==> config.mk <==
export PLATFORM = sky130hd
export DESIGN_NAME = dcache_dm
export DESIGN_NICKNAME = d
export VERILOG_FILES = /design/src/rtl/dcache_dm.sv
export SDC_FILE = /design/constraint.sdc
export NUM_CORES = 1
export LEC_CHECK = 0
export CELL_PAD_IN_SITES_DETAIL_PLACEMENT = 1
export CELL_PAD_IN_SITES_GLOBAL_PLACEMENT = 2
export CORE_MARGIN = 1.5
export CORE_UTILIZATION = 41
export CTS_BUF_LIST = sky130_fd_sc_hd__clkbuf_4 sky130_fd_sc_hd__clkbuf_8 sky130_fd_sc_hd__clkbuf_16
export DETAILED_ROUTE_END_ITERATION = 16
export DONT_BUFFER_PORTS = 1
export GPL_ROUTABILITY_DRIVEN = 0
export PLACE_DENSITY = 0.87
export SYNTH_ARGS = -nofsm -noshare
export SYNTH_HDL_FRONTEND = slang
export SYNTH_SLANG_ARGS = --single-unit
==> constraint.sdc <==
create_clock -name clock -period 12.6 [get_ports clock]
set_clock_uncertainty 0.2 [all_clocks]
set_input_delay 0.63 -clock clock [delete_from_list [all_inputs] [get_ports clock]]
set_output_delay 0.63 -clock clock [all_outputs]
set_load 0.03 [all_outputs]
==> src/rtl/dcache_dm.sv <==
// rtl/dcache_dm.sv - direct-mapped write-back data cache; define DCACHE_STATS_EN for hit/miss counters
module dcache_dm #(
  parameter int ADDR_WIDTH = 32,
  parameter int LINES      = 4,
  parameter int LINE_WORDS = 4
) (
  input  logic                    clock,
  input  logic                    reset,
  input  logic                    req_read,
  input  logic                    req_write,
  input  logic                    req_byte,
  input  logic [ADDR_WIDTH-1:0]   req_addr,
  input  logic [31:0]             req_wdata,
  output logic [31:0]             rdata,
  output logic                    stall,
  output logic                    mem_req,
  output logic                    mem_we,
  output logic [ADDR_WIDTH-1:0]   mem_addr,
  output logic [32*LINE_WORDS-1:0] mem_wdata,
  input  logic [32*LINE_WORDS-1:0] mem_rdata,
  input  logic                    mem_ack
`ifdef DCACHE_STATS_EN
  ,
  output logic [31:0]             hit_count,
  output logic [31:0]             miss_count
`endif
);

  localparam int OFF_W  = $clog2(LINE_WORDS) + 2;
  localparam int IDX_W  = $clog2(LINES);
  localparam int TAG_W  = ADDR_WIDTH - OFF_W - IDX_W;
  localparam int WSEL_W = (LINE_WORDS > 1) ? $clog2(LINE_WORDS) : 1;
  localparam int LINE_W = 32 * LINE_WORDS;
  // With a single-word line the select bit is forced to zero by the mask
  localparam logic [WSEL_W-1:0] WSEL_MASK = WSEL_W'(LINE_WORDS - 1);

  typedef enum logic [1:0] {S_IDLE, S_WRITEBACK, S_REFILL} state_t;

  state_t r_state, w_state_nxt;

  logic [LINE_W-1:0]     r_data [LINES];
  logic [TAG_W-1:0]      r_tag  [LINES];
  logic [LINES-1:0]      r_valid;
  logic [LINES-1:0]      r_dirty;
  logic [IDX_W-1:0]      r_miss_index;
  logic [TAG_W-1:0]      r_miss_tag;

  logic                  r_mem_req, w_mem_req_nxt;
  logic                  r_mem_we, w_mem_we_nxt;
  logic [ADDR_WIDTH-1:0] r_mem_addr, w_mem_addr_nxt;
  logic [LINE_W-1:0]     r_mem_wdata, w_mem_wdata_nxt;

  logic [IDX_W-1:0]      w_index;
  logic [TAG_W-1:0]      w_tag;
  logic [WSEL_W-1:0]     w_word;
  logic [LINE_W-1:0]     w_line;
  logic [LINE_W-1:0]     w_line_upd;
  logic [31:0]           w_word_data;
  logic                  w_active;
  logic                  w_hit;
  logic                  w_idle;
  logic                  w_miss_start;
  logic                  w_hit_done;

  assign w_index      = req_addr[OFF_W +: IDX_W];
  assign w_tag        = req_addr[ADDR_WIDTH-1 -: TAG_W];
  assign w_word       = req_addr[2 +: WSEL_W] & WSEL_MASK;
  assign w_line       = r_data[w_index];
  assign w_active     = req_read | req_write;
  assign w_hit        = w_active && r_valid[w_index] && (r_tag[w_index] == w_tag);
  assign w_idle       = (r_state == S_IDLE);
  assign w_miss_start = w_idle && w_active && !w_hit;
  // Only IDLE completes requests; a hit seen while the FSM is busy is retried later
  assign w_hit_done   = w_idle && w_hit;

  assign stall     = (w_active && !w_hit) || !w_idle;
  assign mem_req   = r_mem_req;
  assign mem_we    = r_mem_we;
  assign mem_addr  = r_mem_addr;
  assign mem_wdata = r_mem_wdata;

  // Select the addressed word and build the store-merged copy of the line
  always_comb begin
    w_word_data = '0;
    w_line_upd  = w_line;
    for (int w = 0; w < LINE_WORDS; w++) begin
      if (w_word == WSEL_W'(w)) begin
        w_word_data = w_line[w*32 +: 32];
      end
      for (int b = 0; b < 4; b++) begin
        if ((w_word == WSEL_W'(w)) && (!req_byte || (req_addr[1:0] == 2'(b)))) begin
          w_line_upd[w*32 + b*8 +: 8] = req_byte ? req_wdata[7:0] : req_wdata[b*8 +: 8];
        end
      end
    end
  end

  // Load data: full word, or the little-endian byte lane zero-extended
  always_comb begin
    rdata = w_word_data;
    if (req_byte) begin
      case (req_addr[1:0])
        2'd0:    rdata = {24'b0, w_word_data[7:0]};
        2'd1:    rdata = {24'b0, w_word_data[15:8]};
        2'd2:    rdata = {24'b0, w_word_data[23:16]};
        default: rdata = {24'b0, w_word_data[31:24]};
      endcase
    end
  end

  // Miss FSM next state and next values of the registered memory-port outputs
  always_comb begin
    w_state_nxt     = r_state;
    w_mem_req_nxt   = r_mem_req;
    w_mem_we_nxt    = r_mem_we;
    w_mem_addr_nxt  = r_mem_addr;
    w_mem_wdata_nxt = r_mem_wdata;
    case (r_state)
      S_IDLE: begin
        if (w_active && !w_hit) begin
          w_mem_req_nxt = 1'b1;
          if (r_valid[w_index] && r_dirty[w_index]) begin
            w_state_nxt     = S_WRITEBACK;
            w_mem_we_nxt    = 1'b1;
            w_mem_addr_nxt  = {r_tag[w_index], w_index, {OFF_W{1'b0}}};
            w_mem_wdata_nxt = w_line;
          end else begin
            w_state_nxt    = S_REFILL;
            w_mem_we_nxt   = 1'b0;
            w_mem_addr_nxt = {w_tag, w_index, {OFF_W{1'b0}}};
          end
        end
      end
      S_WRITEBACK: begin
        if (mem_ack) begin
          // mem_req stays high: the refill follows back-to-back
          w_state_nxt    = S_REFILL;
          w_mem_we_nxt   = 1'b0;
          w_mem_addr_nxt = {r_miss_tag, r_miss_index, {OFF_W{1'b0}}};
        end
      end
      S_REFILL: begin
        if (mem_ack) begin
          w_state_nxt   = S_IDLE;
          w_mem_req_nxt = 1'b0;
          w_mem_we_nxt  = 1'b0;
        end
      end
      default: w_state_nxt = S_IDLE;
    endcase
  end

  // FSM state, memory-port registers and the latched miss line address
  always_ff @(posedge clock) begin
    if (reset) begin
      r_state      <= S_IDLE;
      r_mem_req    <= 1'b0;
      r_mem_we     <= 1'b0;
      r_mem_addr   <= '0;
      r_mem_wdata  <= '0;
      r_miss_index <= '0;
      r_miss_tag   <= '0;
    end else begin
      r_state     <= w_state_nxt;
      r_mem_req   <= w_mem_req_nxt;
      r_mem_we    <= w_mem_we_nxt;
      r_mem_addr  <= w_mem_addr_nxt;
      r_mem_wdata <= w_mem_wdata_nxt;
      // The fill target is captured so a dropped request cannot redirect it
      if (w_miss_start) begin
        r_miss_index <= w_index;
        r_miss_tag   <= w_tag;
      end
    end
  end

  // Line arrays: store hits, dirty clear after write-back, install on refill
  always_ff @(posedge clock) begin
    if (reset) begin
      r_valid <= '0;
      r_dirty <= '0;
    end else begin
      if (w_hit_done && req_write) begin
        r_data[w_index]  <= w_line_upd;
        r_dirty[w_index] <= 1'b1;
      end
      if ((r_state == S_WRITEBACK) && mem_ack) begin
        r_dirty[r_miss_index] <= 1'b0;
      end
      if ((r_state == S_REFILL) && mem_ack) begin
        r_data[r_miss_index]  <= mem_rdata;
        r_tag[r_miss_index]   <= r_miss_tag;
        r_valid[r_miss_index] <= 1'b1;
        r_dirty[r_miss_index] <= 1'b0;
      end
    end
  end

`ifdef DCACHE_STATS_EN
  logic [31:0] r_hit_count;
  logic [31:0] r_miss_count;

  assign hit_count  = r_hit_count;
  assign miss_count = r_miss_count;

  // Completed hits (including post-refill replays) and miss-handling entries
  always_ff @(posedge clock) begin
    if (reset) begin
      r_hit_count  <= '0;
      r_miss_count <= '0;
    end else begin
      if (w_hit_done) begin
        r_hit_count <= r_hit_count + 32'd1;
      end
      if (w_miss_start) begin
        r_miss_count <= r_miss_count + 32'd1;
      end
    end
  end
`endif

endmodule
==> results.sh, run 1 <==
export IMPL_final_min_clock_period_ps=4330
export IMPL_yosysTopAreaCell="edfxtp_1"
export IMPL_slew_headroom_pct=14.0
export IMPL_path_cells="mux4_2, xor2_1, nor4_1, nand4_1, nor4b_4, buf_4, o21a_1, buf_4, inv_2"
export IMPL_final_hold_violation_count=0
export IMPL_critPathLaunchType="flip-flop"
export IMPL_port_buffers=0
export IMPL_drive_gt1_share_pct=15.7
export IMPL_cp_slowest_cell="mux4_2"
export IMPL_ir_drop_uv=106
export IMPL_drc=0
export IMPL_rsz0062_at_grt="false"
export IMPL_placementRows=106
export IMPL_cp_num_cells=9
export IMPL_endpoint_kind="primary output"
export IMPL_cp_arrival_ps=3500
export IMPL_path_max_fanout=30
export IMPL_drt_first_pass_iters=5
export IMPL_timing_setup_tns_ps=0
export IMPL_grt_pass1_vias=22700
export IMPL_synth_avg_cell_area_um2=14.2
export IMPL_ctsLongestPathBuffers=3
export IMPL_yosysTopAreaCellShare_pct=53.7
export IMPL_finalPower_mw=6.39
export IMPL_status="finished, final reports clean"
export IMPL_clk_insertion_delay_late_ps=650
export IMPL_critPathMaxStageDelay_ps=490
export IMPL_grt_total_usage_pct=24.8
export IMPL_power_density_nw_per_um2=165
export IMPL_antenna_found_initial=16
export IMPL_antenna_left=0
export IMPL_drt_iter0_drc=2022
export IMPL_cts_htree_levels=3
export IMPL_finalMaxSlewViolations=0
export IMPL_setup_violations=0
export IMPL_path_delay_family="buffers and inverters"
export IMPL_final_util_pct=46.5
export IMPL_holdPathStages=2
export IMPL_hold_class="primary input to flip-flop"
export IMPL_ys_top_cells_by_area="edfxtp_1 (54%), mux4_2 (12%), dfxtp_1 (11%)"
export IMPL_numCtsBuffers=87
export IMPL_ys_flop_type="edfxtp_1"
export IMPL_fin_area_um2=38800
export IMPL_r2r_cells=8
export IMPL_grt_pass1_wl_mm=157
export IMPL_die_w_um=293
export IMPL_period_share_pct=34.3
export IMPL_grt_overflow_total=0
export IMPL_synth_seq_cells=812
export IMPL_fillCellCount=8232
export IMPL_die_h_um=293
export IMPL_synthCells=2420
export IMPL_yosysMostFrequentCell="edfxtp_1"
export IMPL_grt_max_degree=177
export IMPL_power_leakage_nw=12.6
export IMPL_vias_per_cell=6.05
export IMPL_routed_wl_mm=108
export IMPL_fmax_mhz=231
export IMPL_worstSetupPathType="flip-flop to primary output"
export IMPL_critPathMostFrequentCell="buf_4"
export IMPL_cts_root_buf="clkbuf_16"
export IMPL_dpl_hpwl_mm=67.6
export IMPL_path_clk_slew_ps=60
export IMPL_place_area_um2=35400
export IMPL_cts_tree="built"
export IMPL_core_um2=83400
export IMPL_vias=21600
export IMPL_synth_async_reset_ratio_pct=0
export IMPL_cts_setup_buffers=0
export IMPL_yosysUniqueCellTypes=56
export IMPL_cts_sinks=812
export IMPL_worst_hold_slack_ps=31.6
export IMPL_ys_warn_count=0
export IMPL_maxCapViolations=0
export IMPL_netlist_area_um2=34400
export IMPL_syn2layout_area_growth_pct=12.5
export IMPL_synth_edf_count=616
export IMPL_final_nets=2600
export IMPL_die_area_um2=85800
export IMPL_routedWlPerCell_um=30.2
export IMPL_ys_seq_area_share_pct=65.1
export IMPL_synthTopCellsByCount="edfxtp_1 (616), nand2_1 (328), o21ai_0 (266), mux2i_1 (212), dfxtp_1 (196)"
export IMPL_start_util_pct=41.3
export IMPL_io_pins=393
export IMPL_crit_buf_inv=3
export IMPL_required_ps=11770
export IMPL_worst_pin_slew_ps=1290
==> routing by layer <==
layer | wire, um | track usage, % | up-vias
li1 | - | - | 9151
met1 | 40800 | 31.2 | 11300
met2 | 53000 | 40.7 | 931
met3 | 9890 | 7.10 | 202
met4 | 3670 | 8.91 | 18
met5 | 115 | 0 | -
==> state kept, by name, indices dropped and copies added (netlist names) <==
signal	cells
mem_wdata	128
r_data	512
mem_we	1
mem_req	1
mem_addr	28
r_miss_tag	26
r_miss_index	2
r_state	2
r_dirty	4
r_tag	104
r_valid	4
==> power by group <==
group / switching [mW] / internal (mW)
combinational: 0.369 / 0.195
clock: 1.09 / 1.60
sequential: 0.129 / 3.00
==> what timing repair did <==
| action | in CTS | in global routing |
|---|---|---|
| hold buffers | 28 | 0 |
| endpoints found under the hold margin | 165 | 0 |
| gates resized for setup | 0 | 0 |
==> final cells by class <==
type	instances	area [um^2]	area share (%)
timing repair buffer	57	566	1.46
sequential	812	22400	57.9
multi-input combinational	1425	11300	29.1
clock inverter	39	514	1.33
inverter	16	60.1	0.155
antenna	9	22.5	0.0581
clock buffer	124	2540	6.55
tap	1080	1350	3.49
==> worst paths after layout <==
kind	from	to	slack, ps
setup / recovery	r_tag[0][5]	stall	8270
hold / removal	reset	mem_addr[10]	30
hold reg to reg	r_valid[0]	r_valid[0]	270
setup reg to reg	r_state[0]	r_data[3][102]	8330
==> per-stage QoR <==
stage | std cells | setup WS [ps]
after detailed placement | 3362 | 8270
final | 3562 | 8270
after global placement | 3362 | 8350
after CTS | 3553 | 8260
after global routing | 3556 | 8090
after floorplan | 2423 | 57.2
==> placed cells by master (no fill, tap or decap), types with 16 or more instances in the layout <==
cell           netlist  layout
edfxtp_1           616     616
nand2_1            328     328
o21ai_0            266     263
mux2i_1            212     211
dfxtp_1            196     196
mux4_2             179     179
nor2_1             155     153
a21oi_1             93      93
clkbuf_16            0      90
nor2b_1             29      29
clkbuf_4             0      29
nor4_1              29      28
dlygate4sd3_1        0      27
a31o_1              25      25
buf_4               10      25
xnor2_1             16      16
==> cells by family after synthesis <==
logic type | share of synthesized area (%)
flops | 65.1
simple gates | 7.02
compound gates | 6.78
mux | 18.0
buf+inv | 2.50
xor+xnor | 0.534
fa+ha+maj | 0.109
other cells | 0.0109
Power figures use the tool's default switching activity.
==> inputs of run 2 (changes only) <==
--- a/config.mk
+++ b/config.mk
@@ -8,12 +8,12 @@
 export CELL_PAD_IN_SITES_DETAIL_PLACEMENT = 1
 export CELL_PAD_IN_SITES_GLOBAL_PLACEMENT = 2
 export CORE_MARGIN = 1.5
-export CORE_UTILIZATION = 41
+export CORE_UTILIZATION = 45
 export CTS_BUF_LIST = sky130_fd_sc_hd__clkbuf_4 sky130_fd_sc_hd__clkbuf_8 sky130_fd_sc_hd__clkbuf_16
 export DETAILED_ROUTE_END_ITERATION = 16
 export DONT_BUFFER_PORTS = 1
 export GPL_ROUTABILITY_DRIVEN = 0
-export PLACE_DENSITY = 0.87
+export PLACE_DENSITY = 0.9
 export SYNTH_ARGS = -nofsm -noshare
 export SYNTH_HDL_FRONTEND = slang
 export SYNTH_SLANG_ARGS = --single-unit
==> constraint.sdc (replaced) <==
create_clock -name clock -period 4.3 [get_ports clock]
set_clock_uncertainty 0.2 [all_clocks]
set_input_delay 0.215 -clock clock [delete_from_list [all_inputs] [get_ports clock]]
set_output_delay 0.215 -clock clock [all_outputs]
set_load 0.03 [all_outputs]
==> results.sh, run 2 (synthesis results as in run 1) <==
export IMPL_status="finished, final reports clean"
export IMPL_maxCapViolations=0
export IMPL_cp_slowest_cell="dlygate4sd3_1"
export IMPL_antenna_found_initial=18
export IMPL_critPathLaunchType="flip-flop"
export IMPL_vias=23100
export IMPL_cp_num_cells=12
export IMPL_drive_gt1_share_pct=15.3
export IMPL_cts_sinks=812
export IMPL_cp_arrival_ps=4390
export IMPL_power_density_nw_per_um2=464
export IMPL_routed_wl_mm=115
export IMPL_grt_max_degree=196
export IMPL_routedWlPerCell_um=30.9
export IMPL_critPathMaxStageDelay_ps=610
export IMPL_drt_iter0_drc=2260
export IMPL_place_area_um2=35500
export IMPL_p_seq_share_pct=47.8
export IMPL_syn2layout_area_growth_pct=20.0
export IMPL_placementRows=101
export IMPL_critPathMostFrequentCell="buf_4"
export IMPL_setup_violations=0
export IMPL_worst_pin_slew_ps=1320
export IMPL_ctsLongestPathBuffers=3
export IMPL_layout_commonest_cell="edfxtp_1"
export IMPL_endpoint_kind="flip-flop"
export IMPL_io_pins=393
export IMPL_largest_register="r_data"
export IMPL_ir_drop_uv=321
export IMPL_combPwrFrac_pct=10.4
export IMPL_fmax_mhz=246
export IMPL_ff2ff_setup_slack_ps=230
export IMPL_die_w_um=280
export IMPL_grt_pass1_wl_mm=169
export IMPL_port_buffers=0
export IMPL_final_hold_violation_count=0
export IMPL_numCtsBuffers=87
export IMPL_die_area_um2=78200
export IMPL_setup_ws_ps=227
export IMPL_power_leakage_nw=13.8
export IMPL_path_cells="mux4_2, xor2_1, nor4_1, nand4_1, nor4b_4, buf_4, o21a_1, buf_4, inv_2, a21oi_1, a311oi_1, dlygate4sd3_1"
export IMPL_largest_reg_flops=512
export IMPL_hold_class="primary input to flip-flop"
export IMPL_placed_cells=3279
export IMPL_fin_cells=3718
export IMPL_grt_total_usage_pct=29.4
export IMPL_final_min_clock_period_ps=4070
export IMPL_fin_area_um2=41300
export IMPL_path_clk_slew_ps=60
export IMPL_required_ps=4610
export IMPL_timing_setup_tns_ps=0
export IMPL_slew_headroom_pct=11.8
export IMPL_switching_share_pct=25.6
export IMPL_cts_root_buf="clkbuf_16"
export IMPL_core_um2=75800
export IMPL_grt_pass1_vias=24600
export IMPL_p_clk_share_pct=41.8
export IMPL_holdPathStages=2
export IMPL_fillCellCount=7257
export IMPL_rsz0062_at_grt="false"
export IMPL_cts_tree="built"
export IMPL_path_delay_family="buffers and inverters"
export IMPL_cts_htree_levels=3
export IMPL_layout_common_cells="edfxtp_1 (616), nand2_1 (328), o21ai_0 (263), dlygate4sd3_1 (257), mux2i_1 (210)"
export IMPL_drc=0
export IMPL_drt_first_pass_iters=5
export IMPL_final_nets=2853
export IMPL_dpl_hpwl_mm=70.0
export IMPL_antenna_left=0
export IMPL_clk_insertion_delay_late_ps=670
export IMPL_vias_per_cell=6.22
export IMPL_path_max_fanout=14
export IMPL_cts_resized=0
export IMPL_p_int_mw=14.3
export IMPL_start_util_pct=45.4
export IMPL_place_worst_setup_slack_ps=484
export IMPL_p_sw_mw=4.91
export IMPL_finalMaxSlewViolations=0
export IMPL_die_h_um=280
export IMPL_period_share_pct=94.7
export IMPL_grt_overflow_total=0
export IMPL_worstSetupPathType="flip-flop to flip-flop"
export IMPL_final_util_pct=54.5
export IMPL_r2r_cells=12
export IMPL_crit_buf_inv=4
-- run 2: changes by cell type in the layout (fill, tap and decap cells not counted), moves of 2 or more --
cell           previous run  this run
dlygate4sd3_1            27       257
buf_12                    4        16
buf_4                    25        34
clkbuf_4                 29        25
diode_2                   9        13
clkbuf_8                  5         8
clkinv_1                 10         7
clkinv_2                 12        15
buf_16                    1         3
inv_16                    1         3
-- run 2: cell type report --
type / instances / area (um^2) / area share, %
Sequential cell: 812 / 22400 / 54.2
Multi-Input combinational cell: 1425 / 11300 / 27.3
Timing Repair Buffer: 310 / 3230 / 7.81
Clock buffer: 123 / 2550 / 6.17
Tap cell: 978 / 1220 / 2.96
Clock inverter: 41 / 543 / 1.31
Inverter: 16 / 60.1 / 0.145
Antenna cell: 13 / 32.5 / 0.0787
-- run 2: metal layers --
layer  part of all wire, %  track usage (%)
met5                  0.13                0
met4                   4.9             13.6
met3                   9.8             8.10
met2                    49             48.8
met1                    36             35.8
-- run 2: repair_timing --
action	4_1_cts	5_1_grt
hold buffers	261	0
endpoints found under the hold margin	737	0
buffers inserted	0	1
setup endpoints to repair	0	9
-- run 2: through the flow --
step	hold WS (ps)	total power [mW]
floorplan	151	10.5
global placement	108	10.8
detailed placement	106	10.9
CTS	0.137	19.2
global route	53.8	19.7
finish	30.7	19.2
-- run 2: final timing paths --
path                              startpoint              to
worst max-delay path             r_tag[1][5]     mem_addr[5]
worst max register to register   r_tag[1][5]     mem_addr[5]
worst min-delay path            req_wdata[7]  r_data[1][103]
worst min register to register    r_valid[0]      r_valid[0]
-- run 2: power groups by stage --
stage | registers [mW] | clock network [mW] | logic (mW)
6_report | 9.18 | 8.03 | 1.99
5_1_grt | 9.20 | 8.36 | 2.11
4_1_cts | 9.17 | 8.06 | 1.95
3_5_place_dp | 9.34 | 0 | 1.60
3_3_place_gp | 9.32 | 0 | 1.52
2_1_floorplan | 9.27 | 0 | 1.24
